<file path="src/rtl/muldiv_pkg.sv">
// Shared types and helpers for the RV32M multiply/divide unit.
//   md_op_t     : RV32M funct3 encoding of the eight M-extension ops
//   md_state_t  : sequencing states of the unit
//   is_signed_a : rs1 is treated as a signed operand
//   is_signed_b : rs2 is treated as a signed operand
//   is_div      : op belongs to the divide/remainder group
package muldiv_pkg;

    typedef enum logic [2:0] {
        OP_MUL    = 3'b000,
        OP_MULH   = 3'b001,
        OP_MULHSU = 3'b010,
        OP_MULHU  = 3'b011,
        OP_DIV    = 3'b100,
        OP_DIVU   = 3'b101,
        OP_REM    = 3'b110,
        OP_REMU   = 3'b111
    } md_op_t;

    typedef enum logic [1:0] {
        ST_IDLE  = 2'd0,
        ST_RUN   = 2'd1,
        ST_FIXUP = 2'd2,
        ST_DONE  = 2'd3
    } md_state_t;

    function automatic logic is_signed_a(md_op_t op);
        return (op == OP_MULH) || (op == OP_MULHSU) || (op == OP_DIV) || (op == OP_REM);
    endfunction

    function automatic logic is_signed_b(md_op_t op);
        return (op == OP_MULH) || (op == OP_DIV) || (op == OP_REM);
    endfunction

    function automatic logic is_div(md_op_t op);
        return op[2];
    endfunction

endpackage

</file>
<file path="src/rtl/muldiv_signfix.sv">
// Conditional two's-complement negation used to restore the sign of a
// magnitude-domain result.
//   raw_i   : unsigned magnitude result
//   neg_i   : 1 = negate the result
//   fixed_o : corrected result (modulo 2^WIDTH)
module muldiv_signfix #(
    parameter int WIDTH = 32
) (
    input  logic [WIDTH-1:0] raw_i,
    input  logic             neg_i,
    output logic [WIDTH-1:0] fixed_o
);

    assign fixed_o = neg_i ? (~raw_i + WIDTH'(1)) : raw_i;

endmodule

</file>
<file path="src/rtl/muldiv_unit.sv">
// Multi-cycle RV32M multiply/divide unit for the execute stage.
// Radix-2 shift-add multiplier and restoring divider, one bit per cycle,
// operating on operand magnitudes with a sign correction at the end.
//   clock, reset : rising-edge clock, asynchronous active-high reset
//   Start        : request, accepted only while Ready
//   MdOp         : RV32M funct3 selecting the operation
//   A, B         : rs1 / rs2, sampled at accept
//   Kill         : flush; abandons the current operation without Done
//   Ready        : idle and able to accept
//   Busy         : iterating or applying sign correction
//   Done         : one-cycle pulse, MdOut valid
//   MdOut        : result, held until the next accept
module muldiv_unit
    import muldiv_pkg::*;
#(
    parameter int DWIDTH = 32
) (
    input  logic              clock,
    input  logic              reset,
    input  logic              Start,
    input  logic [2:0]        MdOp,
    input  logic [DWIDTH-1:0] A,
    input  logic [DWIDTH-1:0] B,
    input  logic              Kill,
    output logic              Ready,
    output logic              Busy,
    output logic              Done,
    output logic [DWIDTH-1:0] MdOut
);

    localparam int CNTW = $clog2(DWIDTH) + 1;
    localparam int PW   = 2 * DWIDTH;
    localparam logic [DWIDTH-1:0] MIN_NEG = {1'b1, {(DWIDTH-1){1'b0}}};

    md_state_t         state_q,   state_d;
    md_op_t            op_q,      op_d;
    logic [CNTW-1:0]   cnt_q,     cnt_d;
    logic [DWIDTH-1:0] b_q,       b_d;
    logic [PW-1:0]     acc_q,     acc_d;
    logic              neg_lo_q,  neg_lo_d;
    logic              neg_rem_q, neg_rem_d;
    logic [DWIDTH-1:0] mdout_q,   mdout_d;

    // Operand decode at the accept edge
    md_op_t            op_in;
    logic              neg_a, neg_b;
    logic [DWIDTH-1:0] abs_a, abs_b;
    logic              div_by_zero, div_ovf;

    assign op_in       = md_op_t'(MdOp);
    assign neg_a       = is_signed_a(op_in) & A[DWIDTH-1];
    assign neg_b       = is_signed_b(op_in) & B[DWIDTH-1];
    assign abs_a       = neg_a ? (~A + DWIDTH'(1)) : A;
    assign abs_b       = neg_b ? (~B + DWIDTH'(1)) : B;
    assign div_by_zero = is_div(op_in) && (B == '0);
    assign div_ovf     = ((op_in == OP_DIV) || (op_in == OP_REM)) &&
                         (A == MIN_NEG) && (B == '1);

    // Multiply step: acc = {partial product, remaining multiplier bits}.
    // The add keeps its carry so the right shift never loses a bit.
    logic [DWIDTH:0]   mul_sum;
    logic [PW-1:0]     mul_next;

    assign mul_sum  = {1'b0, acc_q[PW-1:DWIDTH]} + (acc_q[0] ? {1'b0, b_q} : '0);
    assign mul_next = {mul_sum, acc_q[DWIDTH-1:1]};

    // Divide step: acc = {partial remainder, dividend/quotient bits}.
    // The trial subtraction is one bit wider than the operands so that a
    // shifted remainder of 2^DWIDTH or more is still compared correctly.
    logic [DWIDTH:0]   div_diff;
    logic [PW-1:0]     div_next;

    assign div_diff = acc_q[PW-1:DWIDTH-1] - {1'b0, b_q};
    assign div_next = div_diff[DWIDTH]
                    ? {acc_q[PW-2:DWIDTH-1], acc_q[DWIDTH-2:0], 1'b0}
                    : {div_diff[DWIDTH-1:0], acc_q[DWIDTH-2:0], 1'b1};

    // Sign correction. Negating the full accumulator also negates its low
    // half modulo 2^DWIDTH, so one instance serves product and quotient.
    logic [PW-1:0]     prod_fix;
    logic [DWIDTH-1:0] rem_fix;
    logic [DWIDTH-1:0] result;

    muldiv_signfix #(.WIDTH(PW)) u_fix_lo (
        .raw_i   (acc_q),
        .neg_i   (neg_lo_q),
        .fixed_o (prod_fix)
    );

    muldiv_signfix #(.WIDTH(DWIDTH)) u_fix_rem (
        .raw_i   (acc_q[PW-1:DWIDTH]),
        .neg_i   (neg_rem_q),
        .fixed_o (rem_fix)
    );

    always_comb begin
        case (op_q)
            OP_MUL, OP_DIV, OP_DIVU:       result = prod_fix[DWIDTH-1:0];
            OP_MULH, OP_MULHSU, OP_MULHU:  result = prod_fix[PW-1:DWIDTH];
            default:                       result = rem_fix;
        endcase
    end

    always_comb begin
        state_d   = state_q;
        op_d      = op_q;
        cnt_d     = cnt_q;
        b_d       = b_q;
        acc_d     = acc_q;
        neg_lo_d  = neg_lo_q;
        neg_rem_d = neg_rem_q;
        mdout_d   = mdout_q;

        if (Kill) begin
            state_d = ST_IDLE;
        end else begin
            case (state_q)
                ST_IDLE: begin
                    if (Start) begin
                        op_d      = op_in;
                        cnt_d     = '0;
                        b_d       = abs_b;
                        acc_d     = {{DWIDTH{1'b0}}, abs_a};
                        neg_lo_d  = neg_a ^ neg_b;
                        neg_rem_d = neg_a;
                        state_d   = ST_RUN;
                        // Early-out cases preload the accumulator with the
                        // final raw quotient/remainder and skip iteration;
                        // the FIXUP cycle then only selects the result.
                        if (div_by_zero) begin
                            acc_d     = {A, {DWIDTH{1'b1}}};
                            neg_lo_d  = 1'b0;
                            neg_rem_d = 1'b0;
                            state_d   = ST_FIXUP;
                        end else if (div_ovf) begin
                            acc_d     = {{DWIDTH{1'b0}}, A};
                            neg_lo_d  = 1'b0;
                            neg_rem_d = 1'b0;
                            state_d   = ST_FIXUP;
                        end
                    end
                end
                ST_RUN: begin
                    acc_d = is_div(op_q) ? div_next : mul_next;
                    cnt_d = cnt_q + CNTW'(1);
                    if (cnt_q == CNTW'(DWIDTH - 1)) begin
                        state_d = ST_FIXUP;
                    end
                end
                ST_FIXUP: begin
                    mdout_d = result;
                    state_d = ST_DONE;
                end
                ST_DONE: begin
                    state_d = ST_IDLE;
                end
                default: begin
                    state_d = ST_IDLE;
                end
            endcase
        end
    end

    always_ff @(posedge clock or posedge reset) begin
        if (reset) begin
            state_q   <= ST_IDLE;
            op_q      <= OP_MUL;
            cnt_q     <= '0;
            b_q       <= '0;
            acc_q     <= '0;
            neg_lo_q  <= 1'b0;
            neg_rem_q <= 1'b0;
            mdout_q   <= '0;
        end else begin
            state_q   <= state_d;
            op_q      <= op_d;
            cnt_q     <= cnt_d;
            b_q       <= b_d;
            acc_q     <= acc_d;
            neg_lo_q  <= neg_lo_d;
            neg_rem_q <= neg_rem_d;
            mdout_q   <= mdout_d;
        end
    end

    assign Ready = (state_q == ST_IDLE);
    assign Busy  = (state_q == ST_RUN) || (state_q == ST_FIXUP);
    assign Done  = (state_q == ST_DONE);
    assign MdOut = mdout_q;

endmodule
</file>
<file path="config.mk">
export PLATFORM = sky130hd
export DESIGN_NAME = muldiv_unit
export DESIGN_NICKNAME = d
export VERILOG_FILES = /design/src/rtl/muldiv_pkg.sv /design/src/rtl/muldiv_signfix.sv /design/src/rtl/muldiv_unit.sv
export SDC_FILE = /design/constraint.sdc
export NUM_CORES = 1
export LEC_CHECK = 0
export CAP_MARGIN = 0
export CORE_MARGIN = 2
export CORE_UTILIZATION = 60
export CTS_BUF_LIST = sky130_fd_sc_hd__clkbuf_16
export DETAILED_ROUTE_END_ITERATION = 6
export PLACE_DENSITY = 0.82
export SLEW_MARGIN = 20
export SYNTH_ARGS = -nofsm -noshare
export SYNTH_HDL_FRONTEND = slang
export SYNTH_SLANG_ARGS = --single-unit
</file>
<file path="constraint.sdc">
create_clock -name clock -period 5.51 [get_ports clock]
set_clock_uncertainty 0.1 [all_clocks]
set_input_delay 1.102 -clock clock [delete_from_list [all_inputs] [get_ports clock]]
set_output_delay 1.102 -clock clock [all_outputs]
set_load 0.01 [all_outputs]
</file>
== Yosys cells after proc, flatten, opt, wreduce, memory -nomap -nowiden ==
Cells that the tools add are included.

* Multipliers: 0
* Shift-type cells: 0
* Reductions and logical operators: 20
* Eq/ne operators: 18
* Add/subtract/negate cells: 7
* Order comparisons: 0
* Bitwise logic cells: 8
* Div/mod/pow operators: 0
* Mux-type cells: 24

{| class="wikitable"
|+ Operators by type and width
! cell !! count
|-
| 2-to-1 mux 64 bit || 5
|-
| 2-to-1 mux 32 bit || 5
|-
| case mux 64 bit (2 select lines) || 1
|-
| adder 32 x 1 -> 32 bit (second input constant) || 3
|-
| NOT 32 bit || 3
|-
| adder 64 x 1 -> 64 bit (second input constant) || 1
|-
| equality test 32 bit (second input constant) || 2
|-
| NOT 64 bit || 1
|-
| case mux 32 bit (2 select lines) || 1
|-
| adder 32 x 32 -> 33 bit || 1
|-
| subtractor 33 x 32 -> 33 bit || 1
|-
| zero test 32 bit || 1
|-
| equality test 3 bit (second input constant) || 4
|-
| case mux 6 bit (2 select lines) || 1
|-
| 2-to-1 mux 2 bit || 5
|-
| equality test 3 x 2 -> 1 bit (second input constant) || 3
|-
| case mux 2 bit (4 select lines) || 1
|-
| logical OR 1 bit || 7
|-
| adder 6 x 1 -> 6 bit (second input constant) || 1
|-
| equality test 3 x 1 -> 1 bit (second input constant) || 2
|-
| equality test 6 x 5 -> 1 bit (second input constant) || 1
|-
| 2-to-1 mux 6 bit || 1
|-
| != test 3 bit (second input constant) || 2
|-
| AND reduction 3 bit || 2
|-
| 13 further kinds || 22
|}

* Register bits after elaboration: 141
* RAM bits: 0
* Bits in latches: 0
* ROM bits: 0
* Input bits: 71
* Memories: 0
* Output and inout port bits: 35

== Longest topological paths before layout ==
Gate-level depths: netlist (run 1).

* Depth in word-level cells: 10
* Gate-level depth with buffers: 16
* Mapped depth without buffers: 13

== By module ==
A second synthesis (run 1) with hierarchy kept.

* Cell total of the unflattened synthesis: 1,879
* Area, all modules: 14,909.3 µm²

{| class="wikitable"
|+ Modules (own cells, without submodules)
! module !! area an instance (µm²) !! cells an instance !! times used
|-
| muldiv_unit || 12,483.2 || 1,574 || 1
|-
| muldiv_signfix (u_fix_lo) || 1,649.1 || 206 || 1
|-
| muldiv_signfix (u_fix_rem) || 777.0 || 99 || 1
|}

== Worst setup path after synthesis (run 1) ==
No wires, ideal clock.

* Kind: input-to-reg
* From: input port A[8]
* To: register acc_q[1]
* Setup time: 0.083 ns
* Stages on the path: 12
* Slack: 1.455 ns
* Required time: 5.327 ns
* Data arrival time: 3.873 ns
* Cells stage by stage: clkbuf_1 -> or4_1 -> nor4_1 -> nand3_1 -> nor4_2 -> and3_1 -> or2_2 -> clkbuf_1 -> buf_2 -> o21ai_0 -> a221o_1 -> o21ai_0

* Cells in the longest elaborated chain, start to end: 7

{| class="wikitable"
|+ Ends and longest elaborated chain
! what !! line !! source
|-
| from (decl) || muldiv_unit.sv:22 || <nowiki>input logic [DWIDTH-1:0] A,</nowiki>
|-
| equality test 32 bit || muldiv_unit.sv:57 || <nowiki>(A == MIN_NEG) && (B == '1);</nowiki>
|-
| logical AND 1 bit || muldiv_unit.sv:56 || <nowiki>assign div_ovf = ((op_in == OP_DIV) || (op_in == OP_REM)) &&</nowiki>
|-
| logical AND 1 bit || muldiv_unit.sv:57 ||
|-
| 2-to-1 mux 32 bit || muldiv_unit.sv:135 || <nowiki>end else if (div_ovf) begin</nowiki>
|-
| 2-to-1 mux 64 bit || muldiv_unit.sv:130 || <nowiki>if (div_by_zero) begin</nowiki>
|-
| 2-to-1 mux 64 bit || muldiv_unit.sv:119 || <nowiki>if (Start) begin</nowiki>
|-
| case mux 64 bit (2 select lines) || muldiv_unit.sv:117 || <nowiki>case (state_q)</nowiki>
|-
| to (signal assigned) || muldiv_unit.sv:170 || <nowiki>acc_q <= '0;</nowiki>
|-
| to (signal assigned) || muldiv_unit.sv:179 || <nowiki>acc_q <= acc_d;</nowiki>
|-
| to (decl) || muldiv_unit.sv:39 || <nowiki>logic [PW-1:0] acc_q, acc_d;</nowiki>
|}

No other way between the ends. The select of a mux whose other input is x is not followed.
A chain may end at the register's enable or synchronous reset.

== Worst setup path after layout (run 1) ==
* From: register acc_q[31]
* To: register acc_q[37]

* Cells in the longest elaborated chain, start to end: 4

{| class="wikitable"
|+ Ends and longest elaborated chain
! what !! line !! source
|-
| subtractor 33 x 32 -> 33 bit || muldiv_unit.sv:73 || <nowiki>assign div_diff = acc_q[PW-1:DWIDTH-1] - {1'b0, b_q};</nowiki>
|-
| 2-to-1 mux 64 bit || muldiv_unit.sv:75 || <nowiki>? {acc_q[PW-2:DWIDTH-1], acc_q[DWIDTH-2:0], 1'b0}</nowiki>
|-
| 2-to-1 mux 64 bit || muldiv_unit.sv:144 || <nowiki>acc_d = is_div(op_q) ? div_next : mul_next;</nowiki>
|-
| case mux 64 bit (2 select lines) || muldiv_unit.sv:117 ||
|}

No other way between the ends.

==> metrics.md, run 1 <==
| Metric | Value |
|---|---|
| Met1 usage in global routing | `0.5248` |
| Final Hold Vio Count | `0` |
| Placed Instances | `2,174` |
| Final-report setup violation count | `0` |
| Slew Limit Headroom | `0.2837` |
| CTS Buf Count | `17` |
| Status | `completed` |
| Starting Density | `0.6165` |
| Pin count of the biggest net entering global routing | `79` |
| Final Util | `0.6994` |
| Area of the mapped netlist | `14,040 µm²` |
| Register bit count reported by yosys | `141` |
| Final Slew Violations | `0` |
| Vias | `14,983` |
| M3 GR Usage | `0.09224` |
| WL/cell | `23.20 µm` |
| Total power draw | `11.02 mW` |
| YS warnings | `0` |
| Final instance area | `15,930 µm²` |
| PnR worst setup slack | `0.9227 ns` |
| Clock Tree Buf Depth | `2` |
| Reg2reg end | `acc_q[37]` |
| Area after DPL | `15,330 µm²` |
| FF-to-FF setup slack | `0.92 ns` |
| GRT overflow | `0` |
| Leak | `6.802 nW` |
| CP Class | `register to register` |
| Minimum hold slack | `0.3759 ns` |
| Max-Cap Viols | `0` |
| Register area | `3531 µm²` |
| Starting DRC count in detailed routing | `1,958` |
| Peak VDD IR | `0.5073 mV` |
| Type of element capturing the critical path | `register` |
| Fmax | `218.0 MHz` |
| Post-synth ARST share | `1.000` |
| GRT Max-Usage Layer | `met2` |
| Post-route setup TNS | `0 ns` |
| Hold Path Class | `register to register` |
| Final cell count without fillers | `2,206` |
| Syn-to-layout area delta | `13.45%` |
| Area of the multi-input gates | `9813 µm²` |
| Vias in the first global route | `14,318` |
| First-pass GRT wire length | `79,460 µm` |
| CP required | `5.68 ns` |
| Gp weighted congestion | `1.014` |
| Syn_area_per_cell | `7.599 µm²` |
| Root Driver | `clkbuf_16` |
| Period utilisation layout | `0.8325` |
| DP Worst Slack | `0.6851 ns` |
| Reg-to-Reg Start | `acc_q[31]` |
| Drt drc | `0` |
| Worst slew pin tran | `1.072 ns` |
| Remaining antenna violation count | `0` |
| Share of cells above drive strength 1 | `0.05441` |
| Drt pass-1 iters | `7` |
| Post-synthesis cell type count | `71` |
| Core Area | `22,780 µm²` |
| Min Tclk post-route | `4.587 ns` |
| FP Rows | `55` |
| Total track usage | `0.4207` |
| Resized Gates After CTS | `0` |
| Detailed Route WL | `51,190 µm` |
| R2R depth | `15` |
| Buffers on Ports | `105` |
| TritonCTS clock tree | `built` |
| Fillcell total | `1,921` |
| Worst-path clk slew | `0.07 ns` |
| Commonest register cell after synthesis | `dfrtp_1` |
| CP startpoint kind | `register` |
| Sequential area share after synthesis | `0.2513` |
| Worst EP arrival | `4.75 ns` |
| EDFF count, synth | `0` |
| Initial antenna violation count | `1` |
| RSZ-0062 raised after global routing | `false` |
| Setup crit end | `acc_q[37]` |
| Clock latency on the worst-skew pair | `0.45 ns` |
| Setup Buffers After CTS | `0` |
| Die H | `157.0 µm` |
| Syn Inst Count | `1,848` |
| Vias per cell | `6.792` |
| Final net count | `2,027` |
| Met2 usage | `0.6401` |
| # hold bufs at CTS | `0` |
| CP max FO | `26` |
| I/O pin cnt | `106` |
| Post-DP HPWL | `37,990 µm` |
| Launch point of the worst path | `acc_q[31]` |
| Die area | `24,640 µm²` |
| Pwr Density | `691.8 nW/µm²` |
| Sink Count | `141` |
| Syn Nets | `1,995` |
| Die Wd | `157.0 µm` |
| CTS H-tree lvls | `4` |
| Diodes inserted | `0` |
## cell usage in the layout, fill, tap and decap left out, types with 8 or more instances in the layout
master / netlist / final
nand2_1: 231 / 231
a21oi_1: 167 / 166
o21ai_0: 153 / 153
nor2_1: 145 / 144
dfrtp_1: 141 / 139
xnor2_1: 106 / 105
clkdlybuf4s50_1: 0 / 105
xor2_1: 87 / 86
ha_1: 74 / 73
inv_1: 61 / 60
mux2i_1: 41 / 41
buf_4: 0 / 36
nor3_1: 35 / 35
nand3_1: 35 / 35
o31ai_1: 33 / 33
a21o_1: 34 / 33
nand2b_1: 28 / 27
a31oi_1: 25 / 25
and3_1: 20 / 20
or3_1: 19 / 19
o22ai_1: 18 / 18
a221oi_1: 17 / 17
o41ai_1: 17 / 17
clkbuf_16: 0 / 17
nor4_1: 16 / 16
or4_1: 14 / 14
nor2b_1: 14 / 14
a211oi_1: 14 / 14
nand4_1: 13 / 13
o311ai_0: 13 / 13
o211ai_1: 12 / 12
o21a_1: 11 / 11
a222oi_1: 11 / 11
and2_1: 10 / 10
o21bai_1: 8 / 8
## how the worst min path moves through the flow
| stage | startpoint | to | slack (ns) | cells past startpoint |
|---|---|---|---|---|
| global route | MdOut[2] | MdOut[2] | 0.41 | 2 |
| finish | MdOut[2] | MdOut[2] | 0.38 | 2 |
| CTS | MdOut[0] | MdOut[0] | 0.38 | 2 |
| global placement | MdOut[4] | MdOut[4] | 0.36 | 2 |
| detailed placement | MdOut[21] | MdOut[21] | 0.37 | 2 |
| floorplan | b_q[10] | b_q[10] | 0.35 | 2 |
## flip-flops by register name (all words and copies together), names as in the netlist
| register | flops |
|---|---|
| neg_rem_q | 1 |
| cnt_q | 6 |
| op_q | 3 |
| neg_lo_q | 1 |
| state_q | 2 |
| MdOut | 32 |
| acc_q | 64 |
| b_q | 32 |
## layer usage
metal / routed length [µm] / share of wire
met5: 13 / 0.00025
met4: 4373 / 0.085
met3: 5195 / 0.10
met2: 21980 / 0.43
met1: 19620 / 0.38
## power breakdown
group	switching (mW)	leakage (nW)	internal [mW]
sequential	0.847	1.77	1.49
clock	0.550	0.289	0.684
combinational	4.48	4.74	2.98
## worst max-delay path, cell delays in order, from the launching register on
cell	delay, ns
dfrtp_1	0.49
inv_1	0.14
ha_1	0.33
fa_1	0.43
nor2b_1	0.25
o31ai_1	0.14
a31o_2	0.25
a21boi_0	0.18
buf_4	0.17
a31oi_1	0.16
o21ai_1	0.41
xor2_2	0.36
buf_12	0.24
mux2_2	0.39
a222oi_1	0.21
o21ai_0	0.13
## area by class of cell
type | count | area share
clock buffer | 17 | 0.02670
sequential | 141 | 0.2216
tap | 313 | 0.02458
multi-input combinational | 1516 | 0.6160
inverter | 61 | 0.01469
timing repair buffer | 143 | 0.08545
clock inverter | 15 | 0.01092
## cells in the mapped netlist (33+ instances only)
| library cell | n | share of area |
|---|---|---|
| a21o_1 | 34 | 0.018 |
| a21oi_1 | 167 | 0.060 |
| clkbuf_1 | 113 | 0.030 |
| dfrtp_1 | 141 | 0.25 |
| ha_1 | 74 | 0.066 |
| inv_1 | 61 | 0.016 |
| mux2i_1 | 41 | 0.029 |
| nand2_1 | 231 | 0.062 |
| nand3_1 | 35 | 0.012 |
| nor2_1 | 145 | 0.039 |
| nor3_1 | 35 | 0.012 |
| o21ai_0 | 153 | 0.055 |
| o31ai_1 | 33 | 0.018 |
| xnor2_1 | 106 | 0.066 |
| xor2_1 | 87 | 0.054 |
## cells by family (layout without fill, tap and decap cells)
family | after synthesis | in the layout | synth area share
AOI/OAI and AO/OA | 590 | 590 | 0.2682
xor gates and xnor gates | 193 | 193 | 0.1204
adders and majority gates | 76 | 76 | 0.06879
buffers and inverters | 191 | 236 | 0.05266
DFF | 141 | 141 | 0.2513
muxes | 47 | 47 | 0.03404
and+or+nand+nor | 610 | 610 | 0.2047
Note: power is estimated with default switching activity, not from simulation.
==> run 2: changes to the inputs <==
clock period = 4.6 ns   (was 5.51 ns; I/O delays follow)
==> run 2 against run 1 <==
The flow now finishes with violations (DRC). Fmax up 6.3%. Flip-flop and latch count unchanged. Sequential share of layout area down 0.25 points. Via count up 2.0%. Final area up 1.1%. Total power up 21%. Critical path depth down 3. Clock power up 15%. Die area unchanged. Register-to-register slack worse by 0.64 ns. Largest cell class unchanged.
==> metrics.md, run 2 (synthesis results as in run 1) <==
| Metric | Value |
|---|---|
| Total track usage | `0.4268 (+0.006169)` |
| Peak VDD IR | `0.4629 mV (-8.7%)` |
| Hold Path Class | `register to register` |
| Initial antenna violation count | `4 (+3)` |
| Final Hold Vio Count | `0 (unchanged)` |
| Starting Density | `0.6165 (unchanged)` |
| Minimum hold slack | `0.3779 ns (+0.001919 ns)` |
| Clock Tree Buf Depth | `2 (unchanged)` |
| Final cell count without fillers | `2,235 (+1.3%)` |
| Post-DP HPWL | `38,590 µm (+1.6%)` |
| Vias | `15,279 (+2.0%)` |
| CTS H-tree lvls | `4 (unchanged)` |
| Buffers on Ports | `105 (unchanged)` |
| Worst slew pin tran | `0.9653 ns (-0.1070 ns)` |
| Sequential power share | `0.198 (-0.014)` |
| Most common cell after layout, fill and taps aside | `nand2_1` |
| Pin count of the biggest net entering global routing | `142 (+80%)` |
| Most frequent cells in the layout | `231 x nand2_1, 165 x a21oi_1, 153 x o21ai_0` |
| Die area | `24,640 µm² (unchanged)` |
| Clock latency on the worst-skew pair | `0.44 ns (about the same)` |
| Drt pass-1 iters | `7 (unchanged)` |
| P_int | `6.205 mW (+21%)` |
| Fmax | `231.7 MHz (+6.3%)` |
| Max reg flops | `64 (unchanged)` |
| Gp weighted congestion | `1.042 (+2.7%)` |
| Most frequent CP cell | `o211ai_1` |
| Crit path largest cell delay | `0.55 ns (+0.06 ns)` |
| CP max FO | `13 (-50%)` |
| Comb power frac | `0.696 (+0.020)` |
| WL/cell | `23.26 µm (+0.26%)` |
| Placed Instances | `2,202 (+1.3%)` |
| Slew Limit Headroom | `0.3541 (+0.07044)` |
| Final net count | `2,055 (+1.4%)` |
| CP Class | `register to register` |
| Switch share | `0.5343 (+0.001176)` |
| Final-report setup violation count | `0 (unchanged)` |
| Leak | `6.909 nW (+1.6%)` |
| I/O pin cnt | `106 (unchanged)` |
| TritonCTS clock tree | `built` |
| Min Tclk post-route | `4.316 ns (-0.2711 ns)` |
| Setup Buffers After CTS | `0 (unchanged)` |
| Core Area | `22,780 µm² (unchanged)` |
| Syn-to-layout area delta | `14.74%` |
| Detailed Route WL | `51,990 µm (+1.6%)` |
| First-pass GRT wire length | `80,180 µm (+0.90%)` |
| Final Slew Violations | `0 (unchanged)` |
| Buf/Inv on CP | `1 (-2)` |
| Status | `finished with violations` |
| CP startpoint kind | `register` |
| Worst-path clk slew | `0.07 ns (about the same)` |
| Type of element capturing the critical path | `register` |
| Slowest stage cell on the critical path | `dfrtp_1` |
| Max-Cap Viols | `0 (unchanged)` |
| Post-route setup TNS | `0 ns (unchanged)` |
| Share of cells above drive strength 1 | `0.06871 (+0.01430)` |
| Period utilisation layout | `0.9383 (+0.1058)` |
| CP required | `4.85 ns (-0.83 ns)` |
| Die Wd | `157.0 µm (unchanged)` |
| FP Rows | `55 (unchanged)` |
| CTS Buf Count | `17 (unchanged)` |
| Critical Path, Cell by Cell | `inv_1, nor2_1, ha_1, a211oi_1, o211ai_1, a221oi_1, o22ai_1, a22o_1, a41o_1, a21oi_1, o211ai_1, o31ai_1` |
| Root Driver | `clkbuf_16` |
| Starting DRC count in detailed routing | `2,074 (+5.9%)` |
| Worst EP arrival | `4.56 ns (-0.19 ns)` |
| Clock power share | `0.106 (-0.006)` |
| Worst path top cell family by delay | `compound AO/OA/AOI/OAI gates` |
| Failing checks | `DRC` |
| Drt drc | `1 (+1)` |
| Sink Count | `141 (unchanged)` |
| Vias per cell | `6.836 (+0.65%)` |
| Register with the most flip-flops | `acc_q` |
| Fillcell total | `1,903 (-0.94%)` |
| GRT overflow | `0 (unchanged)` |
| Pwr Density | `827.0 nW/µm² (+20%)` |
| Remaining antenna violation count | `0 (unchanged)` |
| Sw Pwr | `7.119 mW (+21%)` |
| Die H | `157.0 µm (unchanged)` |
| RSZ-0062 raised after global routing | `false` |
| Vias in the first global route | `14,698 (+2.7%)` |
## run 2: cell types whose count changed in the layout (fill, tap and decap cells not counted), sizes merged
| cell | delta |
|---|---|
| buf | +28 |
| clkinv | +2 |
| clkinvlp | +5 |
| inv | -7 |
| diode | +1 |
## run 2: worst paths after layout
path	startpoint	to	slack [ns]	cells after the start
setup / recovery	acc_q[0]	acc_q[62]	0.28	12
hold reg to reg	MdOut[10]	MdOut[10]	0.38	2
max in group asynchronous	reset	acc_q[35]	2.75	3
min in group asynchronous	reset	MdOut[13]	0.84	3
hold / removal	MdOut[10]	MdOut[10]	0.38	2
setup reg to reg	acc_q[0]	acc_q[62]	0.28	12
## run 2: per-layer routing
layer / wire [µm] / GRT usage
met4: 5182 / 0.3486
met5: 36 / 0
met1: 18800 / 0.5002
met2: 21920 / 0.6422
met3: 6051 / 0.1324
## run 2: area by class of cell
| type | instances | area (µm²) | area share |
|---|---|---|---|
| antenna | 1 | 2.502 | 0.0001553 |
| clock buffer | 17 | 425.4 | 0.02640 |
| clock inverter | 15 | 148.9 | 0.009241 |
| inverter | 61 | 232.7 | 0.01444 |
| multi-input combinational | 1516 | 9821 | 0.6095 |
| sequential | 141 | 3531 | 0.2192 |
| tap | 313 | 391.6 | 0.02431 |
| timing repair buffer | 171 | 1559 | 0.09676 |
## run 2: power groups by stage
stage / Sequential [mW] / Clock, mW / Combinational [mW]
floorplan: 2.27 / 0 / 6.29
global placement: 2.57 / 0 / 8.61
detailed placement: 2.60 / 0 / 8.80
CTS: 2.58 / 1.40 / 8.86
global route: 2.68 / 1.45 / 10.0
finish: 2.64 / 1.41 / 9.28
## run 2: metrics by stage
| step | total power, mW | util | setup slack (ns) | area, µm² |
|---|---|---|---|---|
| 2_1_floorplan | 8.561 | - | 0.7265 | 14050 |
| 4_1_cts | 12.84 | 0.7068 | 0.3032 | 16100 |
| 3_5_place_dp | 11.40 | 0.6816 | -0.005266 | 15520 |
| 3_3_place_gp | 11.18 | 0.6816 | 0.1482 | 15520 |
| 5_1_grt | 14.15 | 0.7072 | 0.1196 | 16110 |
| 6_report | 13.32 | 0.7073 | 0.2838 | 16110 |
## run 2: tightest hold or removal path, delay by kind of cell (launching register included)
| family | cells | cell delay (ns) |
|---|---|---|
| AND/OR/NAND/NOR | 1 | 0.04 |
| AO/OA/AOI/OAI | 1 | 0.06 |
| flip-flops | 1 | 0.34 |
## run 2: what timing repair did
item	in CTS	in global routing
hold buffers	0	0
setup endpoints to repair	0	3
gates resized for setup	0	3
==> run 3: changes to the inputs <==
CORE_UTILIZATION = 50   (was 60)
PLACE_DENSITY = 0.7   (was 0.82)
SYNTH_HIERARCHICAL = 1   (was not set)
==> run 3 against run 2 <==
The flow now finishes without violations. Final cell count increased by 6.1%. First-iteration DRC count decreased by 40%. Final area increased by 6.2%. Critical endpoint is now acc_q[59]. Largest cell class unchanged. Combinational power increased by 9%. Highest routed layer unchanged. Total power increased by 5.8%. Clock power about the same. Critical path type unchanged.
==> metrics.md, run 3 <==
| Metric | Value |
|---|---|
| Leading area contributor after synthesis | `dfrtp_1` |
| Root Driver | `clkbuf_16` |
| Worst-path clk slew | `0.07 ns (about the same)` |
| M3 GR Usage | `0.03845 (-0.09399)` |
| Cell with the most instances after synthesis | `o21ai_0` |
| Syn Inst Count | `1,879 (+1.7%)` |
| Most frequent cells in the layout | `218 x o21ai_0, 205 x nand2_1, 142 x xnor2_1` |
| Core Area | `29,480 µm² (+29%)` |
| EDFF count, synth | `0 (unchanged)` |
| Final net count | `2,115 (+2.9%)` |
| Type of element capturing the critical path | `register` |
| Area of the multi-input gates | `10,710 µm² (+9.0%)` |
| Max reg flops | `64 (unchanged)` |
| Slew Limit Headroom | `0.2408 (-0.1133)` |
| Initial antenna violation count | `1 (-3)` |
| Placed Instances | `2,338 (+6.2%)` |
| Slowest stage cell on the critical path | `dfrtp_1` |
| Fmax | `247.4 MHz (+6.8%)` |
| Resized Gates After CTS | `0 (unchanged)` |
| Most frequent CP cell | `o21ai_0` |
| Critical Path, Cell by Cell | `and2_1, ha_1, fa_1, a211oi_1, o21ai_0, o21ai_0, nand2_1, a31oi_1, o21ai_0, a21oi_1, xnor2_1, a221oi_1, o21ai_0` |
| CP startpoint kind | `register` |
| Syn Nets | `2,026 (+1.6%)` |
| Die H | `176.7 µm (+13%)` |
| Post-synthesis cell type count | `92 (+30%)` |
| Crit path largest cell delay | `0.45 ns (-0.10 ns)` |
| Vias | `14,762 (-3.4%)` |
| YS warnings | `6 (+6)` |
| Area after DPL | `16,520 µm² (+6.4%)` |
| Hold Path Class | `register to register` |
| P_int | `6.812 mW (+9.8%)` |
| Starting Density | `0.5057 (-0.1107)` |
| Drt pass-1 iters | `5 (-2)` |
| Peak VDD IR | `0.4262 mV (-7.9%)` |
| CP required | `4.80 ns (-0.05 ns)` |
| Buf/Inv on CP | `0 (-1)` |
| Yosys top cell area share | `0.2367 (-0.01461)` |
| Fillcell total | `2,740 (+44%)` |
| Sw Pwr | `7.290 mW (+2.4%)` |
| Die area | `31,220 µm² (+27%)` |
| Min Tclk post-route | `4.042 ns (-0.2744 ns)` |
| Buffers on Ports | `105 (unchanged)` |
| Syn_area_per_cell | `7.935 µm² (+4.4%)` |
| Sink Count | `141 (unchanged)` |
| WL/cell | `19.98 µm (-14%)` |
| Drt drc | `0 (-1)` |
| Leak | `7.108 nW (+2.9%)` |
| # hold bufs at CTS | `0 (unchanged)` |
| Worst slew pin tran | `1.139 ns (+0.1735 ns)` |
| Worst path top cell family by delay | `compound AO/OA/AOI/OAI gates` |
| Area of the mapped netlist | `14,910 µm² (+6.2%)` |
| GRT Max-Usage Layer | `met2` |
| Register bit count reported by yosys | `141 (unchanged)` |
| CTS H-tree lvls | `4 (unchanged)` |
| Post-synth top cells | `218 x o21ai_0, 205 x nand2_1, 142 x nor2_1, 142 x xnor2_1, 141 x dfrtp_1` |
| Commonest register cell after synthesis | `dfrtp_1` |
| Share of cells above drive strength 1 | `0.08985 (+0.02114)` |
| Syn-to-layout area delta | `14.79% (about the same)` |
| Pwr Density | `824.0 nW/µm² (-0.36%)` |
| Most common cell after layout, fill and taps aside | `o21ai_0` |
| Clock power share | `0.098 (-0.008)` |
| FF-to-FF setup slack | `0.56 ns (+0.27 ns)` |
| Final-report setup violation count | `0 (unchanged)` |
| Final cell count without fillers | `2,371 (+6.1%)` |
| Sequential area share after synthesis | `0.2367 (-0.01461)` |
| Vias in the first global route | `13,726 (-6.6%)` |
| Post-route setup TNS | `0 ns (unchanged)` |
| Met2 usage | `0.4932 (-0.1491)` |
| Total power draw | `14.10 mW (+5.8%)` |
| Diodes inserted | `0 (-1)` |
| CTS Buf Count | `17 (unchanged)` |
| TritonCTS clock tree | `built` |
| Total track usage | `0.3050 (-0.1219)` |
| Clock latency on the worst-skew pair | `0.44 ns (about the same)` |
| Pin count of the biggest net entering global routing | `142 (unchanged)` |
| Remaining antenna violation count | `0 (unchanged)` |
| Starting DRC count in detailed routing | `1,240 (-40%)` |
| Final instance area | `17,110 µm² (+6.2%)` |
| GRT overflow | `0 (unchanged)` |
| Largest cells by area after synthesis | `dfrtp_1 24%, xnor2_1 8.3%, o21ai_0 7.3%` |
| CP Class | `register to register` |
| Comb power frac | `0.715 (+0.019)` |
| Clock Tree Buf Depth | `2 (unchanged)` |
| Sequential power share | `0.186 (-0.012)` |
| Register with the most flip-flops | `acc_q` |
| Register area | `3533 µm² (about the same)` |
| FP Rows | `63 (+15%)` |
| Die Wd | `176.7 µm (+13%)` |
| Switch share | `0.5170 (-0.01733)` |
| Post-synth ARST share | `1.000 (unchanged)` |
| Detailed Route WL | `47,380 µm (-8.9%)` |
| First-pass GRT wire length | `74,960 µm (-6.5%)` |
| Post-DP HPWL | `36,240 µm (-6.1%)` |
| Final Hold Vio Count | `0 (unchanged)` |
| Met1 usage in global routing | `0.4144 (-0.08578)` |
| Status | `completed` |
| Period utilisation layout | `0.8787 (-0.05965)` |
| Max-Cap Viols | `0 (unchanged)` |
| Vias per cell | `6.226 (-8.9%)` |
| RSZ-0062 raised after global routing | `false` |
| Gp weighted congestion | `0.9452 (-9.2%)` |
| CP max FO | `4 (-9)` |
| Final Slew Violations | `0 (unchanged)` |
| Setup Buffers After CTS | `0 (unchanged)` |
| Worst EP arrival | `4.24 ns (-0.32 ns)` |
| I/O pin cnt | `106 (unchanged)` |
-- run 3: cell count changes after synthesis, moves of 25 or more --
cell      before  now
and2_1        10   39
xnor2_1      106  142
clkbuf_1     113   79
a21oi_1      167  100
o211ai_1      12   37
nand2_1      231  205
o21ai_0      153  218
-- run 3: cell families after synthesis --
| group | share of synthesized area |
|---|---|
| fa+ha+maj | 0.06479 |
| mux | 0.03239 |
| buf+inv | 0.04590 |
| flops | 0.2367 |
| compound gates | 0.2793 |
| xor+xnor | 0.1210 |
| simple gates | 0.2200 |
-- run 3: stage by stage --
stage / utilization / hold WS [ns] / setup WS, ns
floorplan: - / 0.3480 / 1.144
global placement: 0.5604 / 0.3616 / 0.4784
detailed placement: 0.5604 / 0.3696 / 0.3985
CTS: 0.5798 / 0.3828 / 0.6200
global route: 0.5805 / 0.3962 / 0.3146
finish: 0.5805 / 0.3751 / 0.5582
-- run 3: worst register-to-register path, stage by stage, from the launching register on --
cell	delay, ns
dfrtp_1	0.45
and2_1	0.19
ha_1	0.23
fa_1	0.45
a211oi_1	0.28
o21ai_0	0.22
o21ai_0	0.35
nand2_1	0.20
a31oi_1	0.45
o21ai_0	0.29
a21oi_1	0.25
xnor2_1	0.09
a221oi_1	0.24
o21ai_0	0.13
-- run 3: routing by layer --
layer  vias to the layer above  routed length, µm
met5                         -                 16
met4                         2               1941
met3                       121               3240
met2                       608              21420
met1                      6943              20760
li1                       7088                  -
-- run 3: cell type report --
class,instances,share of cell area
sequential,141,0.2065
clock buffer,17,0.02486
inverter,58,0.01294
tap,390,0.02851
timing repair buffer,172,0.09300
clock inverter,15,0.008700
multi-input combinational,1578,0.6255
-- run 3: power groups by stage --
stage	sequential (mW)	combinational, mW	clock [mW]
global placement	2.60	9.76	0
CTS	2.60	9.91	1.41
detailed placement	2.62	9.86	0
finish	2.63	10.1	1.39
global route	2.71	11.1	1.46
floorplan	2.56	7.11	0
-- run 3: final timing paths --
check | startpoint | endpoint | cells past startpoint
max in group asynchronous | reset | op_q[2] | 3
min in group asynchronous | reset | MdOut[1] | 3
worst min-delay path | MdOut[12] | MdOut[12] | 2
worst max register to register | b_q[0] | acc_q[59] | 13
worst max-delay path | b_q[0] | acc_q[59] | 13
worst min register to register | MdOut[12] | MdOut[12] | 2
